<file path="src/rtl/kinase_ctrl_pkg.sv">
// Shared types and pump phase tables for the kinase valve sequencer.
// Pad polarity: a 1 on any valve or pump line means actuated/closed.
package kinase_ctrl_pkg;

  typedef enum logic [1:0] {
    ST_IDLE,
    ST_SETTLE,
    ST_PUMP,
    ST_DONE
  } state_e;

  localparam int NUM_PHASES = 6;
  localparam int PHASE_W    = 3;

  localparam logic [2:0] PUMP_A_REST = 3'b111;
  localparam logic [1:0] PUMP_B_REST = 2'b11;

  // Element [0] is the first phase of a forward stroke.
  localparam logic [NUM_PHASES-1:0][2:0] PUMP_A_PHASE =
    {3'b010, 3'b110, 3'b100, 3'b101, 3'b001, 3'b011};
  localparam logic [NUM_PHASES-1:0][1:0] PUMP_B_PHASE =
    {2'b10, 2'b10, 2'b10, 2'b01, 2'b01, 2'b01};

endpackage

</file>
<file path="src/rtl/kinase_pump_phase_gen.sv">
// Six-phase peristaltic sequencer: holds each phase PHASE_CYCLES cycles and
// flags the last cycle of every stroke. phase_o is the phase for the next cycle.
module kinase_pump_phase_gen
  import kinase_ctrl_pkg::*;
#(
  parameter int PHASE_CYCLES = 8
) (
  input  logic               clk,
  input  logic               rst_n,
  input  logic               enable_i,
  input  logic               rev_i,
  output logic [PHASE_W-1:0] phase_o,
  output logic               stroke_end_o
);

  localparam int HOLD_W = (PHASE_CYCLES > 1) ? $clog2(PHASE_CYCLES) : 1;
  localparam logic [HOLD_W-1:0]  HOLD_LAST = HOLD_W'(PHASE_CYCLES - 1);
  localparam logic [PHASE_W-1:0] PH_FIRST  = '0;
  localparam logic [PHASE_W-1:0] PH_LAST   = PHASE_W'(NUM_PHASES - 1);

  logic [HOLD_W-1:0]  hold_q, hold_d;
  logic [PHASE_W-1:0] phase_q, phase_d;
  logic [PHASE_W-1:0] start_ph, end_ph;
  logic               phase_end;

  assign start_ph  = rev_i ? PH_LAST : PH_FIRST;
  assign end_ph    = rev_i ? PH_FIRST : PH_LAST;
  assign phase_end = (hold_q == HOLD_LAST);

  // While disabled the generator is parked on the first phase of a stroke,
  // so the first enabled cycle already shows the correct pattern.
  always_comb begin
    hold_d  = hold_q;
    phase_d = phase_q;
    if (!enable_i) begin
      hold_d  = '0;
      phase_d = start_ph;
    end else if (phase_end) begin
      hold_d = '0;
      if (phase_q == end_ph) begin
        phase_d = start_ph;
      end else if (rev_i) begin
        phase_d = phase_q - PHASE_W'(1);
      end else begin
        phase_d = phase_q + PHASE_W'(1);
      end
    end else begin
      hold_d = hold_q + HOLD_W'(1);
    end
  end

  always_ff @(posedge clk) begin
    if (!rst_n) begin
      hold_q  <= '0;
      phase_q <= '0;
    end else begin
      hold_q  <= hold_d;
      phase_q <= phase_d;
    end
  end

  assign phase_o      = phase_d;
  assign stroke_end_o = enable_i && phase_end && (phase_q == end_ph);

endmodule

</file>
<file path="src/rtl/kinase_valve_sequencer.sv">
// Step controller for the kinase chip pads: valve set, settle, N pump strokes.
// Define KINASE_PUMP_REV_EN to honour cmd_rev (reverse phase order).
module kinase_valve_sequencer
  import kinase_ctrl_pkg::*;
#(
  parameter int CTRL_A_W      = 13,
  parameter int CTRL_S_W      = 4,
  parameter int STROKE_W      = 16,
  parameter int SETTLE_CYCLES = 16,
  parameter int PHASE_CYCLES  = 8
) (
  input  logic                clk,
  input  logic                rst_n,
  input  logic                cmd_valid,
  output logic                cmd_ready,
  input  logic [CTRL_A_W-1:0] cmd_ctrl_a,
  input  logic [CTRL_S_W-1:0] cmd_ctrl_s,
  input  logic [1:0]          cmd_pump_sel,
  input  logic [STROKE_W-1:0] cmd_strokes,
  input  logic                cmd_rev,
  input  logic                abort,
  output logic [CTRL_A_W-1:0] ctrl_a,
  output logic [CTRL_S_W-1:0] ctrl_s,
  output logic [2:0]          pump_a,
  output logic [1:0]          pump_b,
  output logic                busy,
  output logic                done,
  output logic                aborted
);

  localparam int SETTLE_W = (SETTLE_CYCLES > 1) ? $clog2(SETTLE_CYCLES) : 1;
  localparam logic [SETTLE_W-1:0] SETTLE_LAST = SETTLE_W'(SETTLE_CYCLES - 1);

  state_e              state_q, state_d;
  logic [SETTLE_W-1:0] settle_q, settle_d;
  logic [STROKE_W-1:0] stroke_q, stroke_d;
  logic [STROKE_W-1:0] strokes_q, strokes_d;
  logic [CTRL_A_W-1:0] ctrl_a_q, ctrl_a_d;
  logic [CTRL_S_W-1:0] ctrl_s_q, ctrl_s_d;
  logic [1:0]          sel_q, sel_d;
  logic                rev_q, rev_d;
  logic                aborted_q, aborted_d;
  logic [2:0]          pump_a_q, pump_a_d;
  logic [1:0]          pump_b_q, pump_b_d;

  logic               gen_en, gen_rev, stroke_end, will_pump;
  logic [PHASE_W-1:0] phase_next;

  assign gen_en = (state_q == ST_PUMP);

`ifdef KINASE_PUMP_REV_EN
  assign gen_rev = rev_q;
`else
  logic unused_rev;
  assign gen_rev    = 1'b0;
  assign unused_rev = rev_q;
`endif

  kinase_pump_phase_gen #(
    .PHASE_CYCLES (PHASE_CYCLES)
  ) u_phase_gen (
    .clk          (clk),
    .rst_n        (rst_n),
    .enable_i     (gen_en),
    .rev_i        (gen_rev),
    .phase_o      (phase_next),
    .stroke_end_o (stroke_end)
  );

  assign will_pump = (strokes_q != '0) && (sel_q != 2'b00);

  always_comb begin
    state_d   = state_q;
    settle_d  = settle_q;
    stroke_d  = stroke_q;
    strokes_d = strokes_q;
    ctrl_a_d  = ctrl_a_q;
    ctrl_s_d  = ctrl_s_q;
    sel_d     = sel_q;
    rev_d     = rev_q;
    aborted_d = 1'b0;

    case (state_q)
      ST_IDLE: begin
        if (cmd_valid) begin
          ctrl_a_d  = cmd_ctrl_a;
          ctrl_s_d  = cmd_ctrl_s;
          sel_d     = cmd_pump_sel;
          strokes_d = cmd_strokes;
          rev_d     = cmd_rev;
          settle_d  = '0;
          stroke_d  = '0;
          state_d   = ST_SETTLE;
        end
      end
      ST_SETTLE: begin
        if (abort) begin
          state_d   = ST_DONE;
          aborted_d = 1'b1;
        end else if (settle_q == SETTLE_LAST) begin
          state_d = will_pump ? ST_PUMP : ST_DONE;
        end else begin
          settle_d = settle_q + SETTLE_W'(1);
        end
      end
      ST_PUMP: begin
        // Abort wins over a coincident natural finish so the flag is reported.
        if (abort) begin
          state_d   = ST_DONE;
          aborted_d = 1'b1;
        end else if (stroke_end) begin
          if (stroke_q + STROKE_W'(1) == strokes_q) begin
            state_d = ST_DONE;
          end else begin
            stroke_d = stroke_q + STROKE_W'(1);
          end
        end
      end
      ST_DONE:  state_d = ST_IDLE;
      default:  state_d = ST_IDLE;
    endcase

    // Pump pads are registered from the next state so they change with it.
    pump_a_d = PUMP_A_REST;
    pump_b_d = PUMP_B_REST;
    if (state_d == ST_PUMP) begin
      if (sel_q[0]) pump_a_d = PUMP_A_PHASE[phase_next];
      if (sel_q[1]) pump_b_d = PUMP_B_PHASE[phase_next];
    end
  end

  always_ff @(posedge clk) begin
    if (!rst_n) begin
      state_q   <= ST_IDLE;
      settle_q  <= '0;
      stroke_q  <= '0;
      strokes_q <= '0;
      ctrl_a_q  <= '1;
      ctrl_s_q  <= '1;
      sel_q     <= '0;
      rev_q     <= 1'b0;
      aborted_q <= 1'b0;
      pump_a_q  <= PUMP_A_REST;
      pump_b_q  <= PUMP_B_REST;
    end else begin
      state_q   <= state_d;
      settle_q  <= settle_d;
      stroke_q  <= stroke_d;
      strokes_q <= strokes_d;
      ctrl_a_q  <= ctrl_a_d;
      ctrl_s_q  <= ctrl_s_d;
      sel_q     <= sel_d;
      rev_q     <= rev_d;
      aborted_q <= aborted_d;
      pump_a_q  <= pump_a_d;
      pump_b_q  <= pump_b_d;
    end
  end

  assign cmd_ready = (state_q == ST_IDLE);
  assign busy      = (state_q == ST_SETTLE) || (state_q == ST_PUMP);
  assign done      = (state_q == ST_DONE);
  assign aborted   = aborted_q;
  assign ctrl_a    = ctrl_a_q;
  assign ctrl_s    = ctrl_s_q;
  assign pump_a    = pump_a_q;
  assign pump_b    = pump_b_q;

endmodule

</file>
<file path="config.mk">
export PLATFORM = sky130hd
export DESIGN_NAME = kinase_valve_sequencer
export DESIGN_NICKNAME = d
export VERILOG_FILES = /design/src/rtl/kinase_ctrl_pkg.sv /design/src/rtl/kinase_pump_phase_gen.sv /design/src/rtl/kinase_valve_sequencer.sv
export SDC_FILE = /design/constraint.sdc
export NUM_CORES = 1
export LEC_CHECK = 0
export ABC_CLOCK_PERIOD_IN_PS = 3100
export CORE_MARGIN = 3
export CORE_UTILIZATION = 40
export CTS_CLUSTER_DIAMETER = 150
export DETAILED_ROUTE_END_ITERATION = 8
export GPL_TIMING_DRIVEN = 0
export PLACE_DENSITY = 0.75
export SYNTH_ARGS = -nofsm -noshare
export SYNTH_HDL_FRONTEND = slang
export SYNTH_SLANG_ARGS = --single-unit
</file>
<file path="constraint.sdc">
create_clock -name clk -period 3.1 [get_ports clk]
set_input_delay 0.31 -clock clk [delete_from_list [all_inputs] [get_ports clk]]
set_output_delay 0.31 -clock clk [all_outputs]
set_load 0.02 [all_outputs]
</file>
==> results.md, run 1 <==
- Status: completed
- Hold Vio Cnt, Final: 0
- Worst r2r path cells: 11
- WS Path Type: register to register
- Mean Syn Cell Area: between 8 and 9 sq um
- Post-cts hold buffer count: 0
- Fraction of the yosys area taken by sequential cells: 40.3%
- I/O pins: 66
- Layout cells sized above 1: under 10%
- Setup TNS: 0 ns
- Worst Path Arrival: around 3.2 ns
- Clock Path Buffers: 2
- Static leakage: between 0.0015 and 0.002 uW
- Final Wtd Congestion: 0.866
- Max Cap Viol: 0
- Reg2reg start: stroke_q[0]$_SDFFE_PN0P_
- Drt via density: about 5.5
- Crit path max fanout: 10
- GRT met1 Usage: 23.6%
- Crit path capture: stroke_q[3]$_SDFFE_PN0P_
- Combinational share of power: approximately 22%
- Tmin final: between 2 and 3 ns
- Die height: between 90 and 100 microns
- PwrDens: ~500 mW/mm^2
- Switching share of power: 29.5%
- DRC violations left: 0
- CTS tree: built
- Placed Instances: about 600
- CTS Sinks: 69
- Filler Cell Count: approximately 770
- Post-synth EDFFs: 0
- Total GRT Usage: 18.2%
- Internal power: between 1500 and 2000 uW
- Setup Viol. Count Final: 0
- FFs w/ async S/R, synth: 0%
- Most frequent cells in the layout: 83 x nand2_1, 67 x dfxtp_1, 64 x clkdlybuf4s50_1, 27 x nand3_1, 26 x a21oi_1
- Worst-Margin Slew: slightly below 0.5 ns
- Die W: about 99 microns
- Largest net degree at the start of global routing: 12
- Clk_lat worst skew: between 0.3 and 0.4 ns
- Worst Skew: roughly 0.0062 ns
- Worst-path clk slew: ~0.07 ns
- Worst setup SP type: register
- Synth Instances: ~420
- First-pass GRT wire length: around 15000 microns
- P_sw: ~650 uW
- Antenna violations before repair: 0
- Core Box Area: roughly 0.0083 sq mm
- Grt met3 use: 5.52%
- Drt pass-1 iters: 5
- Layout Nets: 544
- Compound-Gate Fraction of Synth Area: around 15%
- Area Growth Syn to Fin: 29.4%
- Relative slew slack: between 60% and 70%
- Worst setup EP type: register
- Xor-xnor portion of the synthesized cell area: roughly 6.1%
- TritonCTS buffer count: 9
- Most common cell after layout, fill and taps aside: nand2_1
- CP required: around 3.3 ns
- Via count: between 3000 and 4000
- Clk pwr share: around 33%
- Die area: 0.00972 sq mm
- H-tree depth: 3
- M2 GR Usage: 29.4%
- Mapped Nets: 469
- Routed wire length: around 8700 microns
- Maximum vdd drop: about 0.32 mV
- Port buffer count: 64
- Setup bufs post-CTS: 0
- Type of the worst min-delay path: register to register
- GR peak layer: met2
- RSZ-0062 raised after global routing: no
- Antenna-violating nets left: 0
- Main combinational cell family by area after synthesis: simple AND/OR/NAND/NOR gates
- Adder-Cell Fraction of Synth Area: under 10%
- Global route total overflow: 0
- Final Non-Filler Cells: just over 600
- Wirelength per Cell: roughly 14 microns
- Power, Total: between 2000 and 2500 uW
- CTS Root Cell: clkbuf_8
- Initial Util: 41.5%
- CP Launch Point: stroke_q[0]$_SDFFE_PN0P_
- Final WS setup: about 0.11 ns
- Sequential share of power: 45.2%
- Crit share post-route: 96.5%
- Synth Flop Type: dfxtp_1
- Synth Register Bits: 69
- Post-place setup slack: -0.0778 ns
- # rows: 33
- Antenna Diode Count: 0
- Post-synthesis mux area share: less than 1%
- R2R Path End: stroke_q[3]$_SDFFE_PN0P_
- F_max: 334 MHz
- DR iter-0 viols: around 160
- Number of global-route vias before repair: 3064
- Simple-gate portion of the synthesized area: approximately 30%
- Hpwl dp: ~6500 microns
- Flop2flop setup slack: between 0.1 and 0.15 ns
- Yosys warns: 0
- Post-synthesis instance area: 0.00343 sq mm
- Post-synth cell types: 52
- Pins Over Slew Limit: 0
-- worst max-delay path, stage by stage, from the launching register on --
cell and delay, ns:
dfxtp_2 0.40, ha_1 0.17, clkbuf_4 0.19, nand3_4 0.15
a2111oi_0 0.47, o31a_1 0.20, o2111ai_1 0.17, or3_4 0.40
and3_1 0.17, buf_6 0.13, buf_6 0.14, a221o_1 0.29
-- worst min-delay path by stage --
stage                                                start                               end  cells past startpoint
after floorplan                      sel_q[1]$_SDFFE_PN0P_              pump_b[0]$_SDFF_PN1_                      1
after global placement    u_phase_gen.hold_q[0]$_SDFF_PP0_  u_phase_gen.hold_q[0]$_SDFF_PP0_                      1
after detailed placement             sel_q[1]$_SDFFE_PN0P_              pump_b[0]$_SDFF_PN1_                      1
after CTS                            sel_q[1]$_SDFFE_PN0P_              pump_b[1]$_SDFF_PP1_                      1
after global routing                 sel_q[1]$_SDFFE_PN0P_              pump_b[1]$_SDFF_PP1_                      1
final                     u_phase_gen.hold_q[0]$_SDFF_PP0_  u_phase_gen.hold_q[0]$_SDFF_PP0_                      1
-- through the flow --
step	area, sq um	util (%)	hold slack (ns)
global placement	4200	50.9	0.415
global route	4440	53.7	0.457
CTS	4420	53.5	0.438
floorplan	3430	-	0.397
finish	4440	53.7	0.438
detailed placement	4200	50.9	0.429
-- sequential cells by signal (all words and copies together), names as in the netlist --
register and cells:
stroke_q 16, strokes_q 16, ctrl_a 13, ctrl_s 4, settle_q 4, pump_a 3, u_phase_gen.hold_q 3, u_phase_gen.phase_q 3
pump_b 2, sel_q 2, state_q 2, aborted 1
-- power by group through the flow --
stage | combinational, uW | sequential (uW) | clock, uW
after detailed placement | 482 | 1020 | 0
after global routing | 542 | 1010 | 772
after CTS | 486 | 998 | 739
after global placement | 474 | 1020 | 0
final | 484 | 999 | 726
after floorplan | 251 | 1050 | 0
-- Yosys cell counts, types with 10 or more instances --
master,number,area share (%)
a21oi_1,26,3.8
nor2_1,23,2.5
xnor2_1,13,3.3
nor4_1,10,1.8
and3_1,18,3.3
nand2_1,83,9.1
dfxtp_1,69,40
o21ai_0,11,1.6
nand4_1,11,2.0
xor2_1,11,2.8
nand3_1,27,3.9
clkbuf_1,18,2.0
a221o_1,13,3.8
-- kinds of logic (layout without fill, tap and decap cells) --
logic type      count (synthesis)  count (layout)
simple gates                  208             208
xor+xnor                       24              24
mux                             1               1
flops                          69              69
fa+ha+maj                       8               8
buf+inv                        37             117
compound gates                 74              74
-- what timing repair did --
action / 4_1_cts / 5_1_grt
resized for setup: 4 / 5
setup endpoints to repair: 11 / 11
pin swaps: 0 / 1
-- area by class of cell --
class	instances	area, sq um	area share (%)
Multi-Input combinational cell	315	1910	43.0
Sequential cell	69	1380	31.2
Timing Repair Buffer	64	641	14.4
Buffer	29	150	3.39
Clock buffer	12	145	3.27
Tap cell	105	131	2.96
Clock inverter	4	47.5	1.07
Inverter	8	30.0	0.677
-- per-layer routing --
layer  vias to the layer above  share of wire [%]  routed length (microns)
met5                         -                  0                        0
met4                         0                1.4                      124
met3                        13                6.4                      555
met2                        88                 48                     4160
met1                      1572                 44                     3870
li1                       1641                  -                        -
Note: power is estimated with default switching activity, not from simulation.
==> run 2, diff against run 1 <==
--- a/config.mk
+++ b/config.mk
@@ -8,10 +8,9 @@
 export ABC_CLOCK_PERIOD_IN_PS = 3100
 export CORE_MARGIN = 3
 export CORE_UTILIZATION = 40
-export CTS_CLUSTER_DIAMETER = 150
 export DETAILED_ROUTE_END_ITERATION = 8
 export GPL_TIMING_DRIVEN = 0
-export PLACE_DENSITY = 0.75
+export PLACE_DENSITY = 0.7
 export SYNTH_ARGS = -nofsm -noshare
 export SYNTH_HDL_FRONTEND = slang
 export SYNTH_SLANG_ARGS = --single-unit
==> results.md, run 2 (synthesis results as in run 1) <==
- TritonCTS buffer count: 9 (unchanged)
- P_sw: 643 uW (-1.4%)
- Setup Viol. Count Final: 0 (unchanged)
- Min-Delay Path Depth: 1 (unchanged)
- Switching share of power: 29.5% (about the same)
- Pins Over Slew Limit: 0 (unchanged)
- Worst Path Arrival: 3.18 ns (-0.04 ns)
- Final Wtd Congestion: 0.861 (-0.57%)
- Number of global-route vias before repair: 3153 (+2.9%)
- Flop2flop setup slack: 0.15 ns (+0.04 ns)
- Routed wire length: 8480 microns (-2.7%)
- Worst Skew: 0.00991 ns (+0.00370 ns)
- Die area: 0.00972 sq mm (unchanged)
- Antenna Diode Count: 0 (unchanged)
- Internal power: 1540 uW (-1.4%)
- Antenna violations before repair: 0 (unchanged)
- Most frequent cells in the layout: 83 x nand2_1, 67 x dfxtp_1, 64 x clkdlybuf4s50_1, 27 x nand3_1, 26 x a21oi_1
- Initial Util: 41.5% (unchanged)
- Sequential share of power: 45.7% (+0.5 points)
- Hold Vio Cnt, Final: 0 (unchanged)
- First-pass GRT wire length: 14600 microns (-0.38%)
- F_max: 339 MHz (+1.4%)
- Clk pwr share: 32.4% (-0.5 points)
- Crit share post-route: 95.1% (-1.3 points)
- DRC violations left: 0 (unchanged)
- CTS Root Cell: clkbuf_8
- Relative slew slack: 49.6% (-17 points)
- Filler Cell Count: 807 (+5.2%)
- Finished Core Util: 53.5% (-0.23 points)
- Reg2reg start: stroke_q[0]$_SDFFE_PN0P_
- Static leakage: 0.00179 uW (about the same)
- Clock Path Buffers: 2 (unchanged)
- H-tree depth: 3 (unchanged)
- Final Non-Filler Cells: 606 (unchanged)
- Worst-Margin Slew: 0.750 ns (+0.254 ns)
- Drt pass-1 iters: 5 (unchanged)
- CP required: 3.33 ns (about the same)
- Total GRT Usage: 18.3% (+0.12 points)
- Hpwl dp: 6480 microns (-0.85%)
- I/O pins: 66 (unchanged)
- Type of the worst min-delay path: register to register
- Combinational share of power: 21.9% (about the same)
- Placed Instances: 590 (unchanged)
- DR iter-0 viols: 139 (-13%)
- Core Box Area: 0.00826 sq mm (unchanged)
- Via count: 3250 (-1.9%)
- Port buffer count: 64 (unchanged)
- Worst setup EP type: register
- Most common cell after layout, fill and taps aside: nand2_1
- Layout Nets: 544 (unchanged)
- Min Hold Slack: 0.433 ns (-0.00476 ns)
- # rows: 33 (unchanged)
- Max Cap Viol: 0 (unchanged)
- Antenna-violating nets left: 0 (unchanged)
- PwrDens: 493 mW/mm^2 (-0.96%)
- Maximum vdd drop: 0.270 mV (-15%)
- Status: completed
- Layout cells sized above 1: 6.99% (-0.60 points)
- CTS tree: built
- Die W: 98.6 microns (unchanged)
- Hold endpoint: pump_b[1]$_SDFF_PP1_
- Largest net degree at the start of global routing: 12 (unchanged)
- Die height: 98.6 microns (unchanged)
- Worst setup SP type: register
- Clk_lat worst skew: 0.35 ns (about the same)
- WS Path Type: register to register
- Hold Path Origin: sel_q[1]$_SDFFE_PN0P_
- Area Growth Syn to Fin: 28.8%
- Crit path max fanout: 10 (unchanged)
- Tmin final: 2.95 ns (-0.0411 ns)
- Wirelength per Cell: 14.0 microns (-2.7%)
- Global route total overflow: 0 (unchanged)
- Post-cts hold buffer count: 0 (unchanged)
- Worst-path clk slew: 0.07 ns (about the same)
- Drt via density: 5.36 (-1.9%)
- R2R Path End: stroke_q[15]$_SDFFE_PN0P_
- Worst r2r path cells: 11 (unchanged)
- CTS Sinks: 69 (unchanged)
-- run 2: cell count changes in the layout (fill, tap and decap cells not counted) --
cell	change
clkbuf_4	-1
dfxtp_2	-1
clkbuf_8	-1
buf_4	+2
a22oi_1	+1
nor3_2	-1
dfxtp_4	+1
a22oi_2	-1
o221ai_1	+1
clkinv_4	+1
clkinvlp_4	-1
o221ai_2	-1
nor3_1	+1
-- run 2: metrics by stage --
| step | worst slack [ns] | setup TNS, ns | power, uW | area, sq um |
|---|---|---|---|---|
| 2_1_floorplan | 0.330 | 0 | 1300 | 3430 |
| 3_3_place_gp | 0.0129 | 0 | 1490 | 4200 |
| 3_5_place_dp | -0.00176 | -0.00176 | 1500 | 4200 |
| 4_1_cts | 0.0439 | 0 | 2200 | 4390 |
| 5_1_grt | -0.00184 | -0.00184 | 2300 | 4420 |
| 6_report | 0.151 | 0 | 2180 | 4420 |
-- run 2: what timing repair did --
action | 4_1_cts | 5_1_grt
pin swaps | 0 | 3
endpoints found under the setup margin | 8 | 11
setup buffers | 0 | 1
gates resized for setup | 1 | 7
-- run 2: worst max-delay path, cell delays in order (launching register included) --
cell and delay (ns):
dfxtp_4 0.37, ha_1 0.19, buf_4 0.17, and4b_1 0.21, or4_1 0.39, a21boi_1 0.14
o211ai_1 0.17, or3_4 0.46, and3_1 0.17, buf_6 0.13, buf_6 0.14, a221o_1 0.28
-- run 2: final cells by class --
class                           count  area (sq um)  share of cell area, %
Tap cell                          105           131                   2.97
Clock buffer                       12           135                   3.06
Buffer                             28           146                   3.31
Timing Repair Buffer               65           648                   14.7
Sequential cell                    69          1390                   31.4
Clock inverter                      4          48.8                   1.10
Inverter                            8          30.0                  0.680
Multi-Input combinational cell    315          1890                   42.8
-- run 2: worst max path at each step --
| stage | from | endpoint | slack [ns] | cells after the start |
|---|---|---|---|---|
| 2_1_floorplan | stroke_q[0]$_SDFFE_PN0P_ | stroke_q[9]$_SDFFE_PN0P_ | 0.33 | 11 |
| 3_3_place_gp | stroke_q[0]$_SDFFE_PN0P_ | stroke_q[6]$_SDFFE_PN0P_ | 0.01 | 11 |
| 3_5_place_dp | stroke_q[0]$_SDFFE_PN0P_ | stroke_q[2]$_SDFFE_PN0P_ | -0.002 | 11 |
| 4_1_cts | stroke_q[1]$_SDFFE_PN0P_ | stroke_q[2]$_SDFFE_PN0P_ | 0.04 | 11 |
| 5_1_grt | stroke_q[0]$_SDFFE_PN0P_ | stroke_q[6]$_SDFFE_PN0P_ | -0.002 | 11 |
| 6_report | stroke_q[0]$_SDFFE_PN0P_ | stroke_q[15]$_SDFFE_PN0P_ | 0.15 | 11 |
-- run 2: metal layers --
metal  up-vias  share of wire (%)  global-route usage [%]
li1       1648                  -                       -
met4         0                2.3                    7.88
met1      1494                 44                    23.3
met5         -                  0                       0
met3        16                7.5                    5.52
met2        92                 46                    28.8
-- run 2: power by group through the flow --
| stage | Sequential, uW | Clock [uW] | Combinational (uW) |
|---|---|---|---|
| after global routing | 1000 | 760 | 534 |
| final | 996 | 705 | 478 |
| after detailed placement | 1020 | 0 | 480 |
| after global placement | 1010 | 0 | 472 |
| after CTS | 997 | 723 | 482 |
| after floorplan | 1050 | 0 | 251 |
==> run 3, diff against run 2 <==
--- a/config.mk
+++ b/config.mk
@@ -6,11 +6,13 @@
 export NUM_CORES = 1
 export LEC_CHECK = 0
 export ABC_CLOCK_PERIOD_IN_PS = 3100
+export CAP_MARGIN = 20
 export CORE_MARGIN = 3
 export CORE_UTILIZATION = 40
 export DETAILED_ROUTE_END_ITERATION = 8
 export GPL_TIMING_DRIVEN = 0
 export PLACE_DENSITY = 0.7
+export SLEW_MARGIN = 20
 export SYNTH_ARGS = -nofsm -noshare
 export SYNTH_HDL_FRONTEND = slang
 export SYNTH_SLANG_ARGS = --single-unit
==> results of run 3 <==
The final DEF is identical to that of run 2; final timing and power are the same.
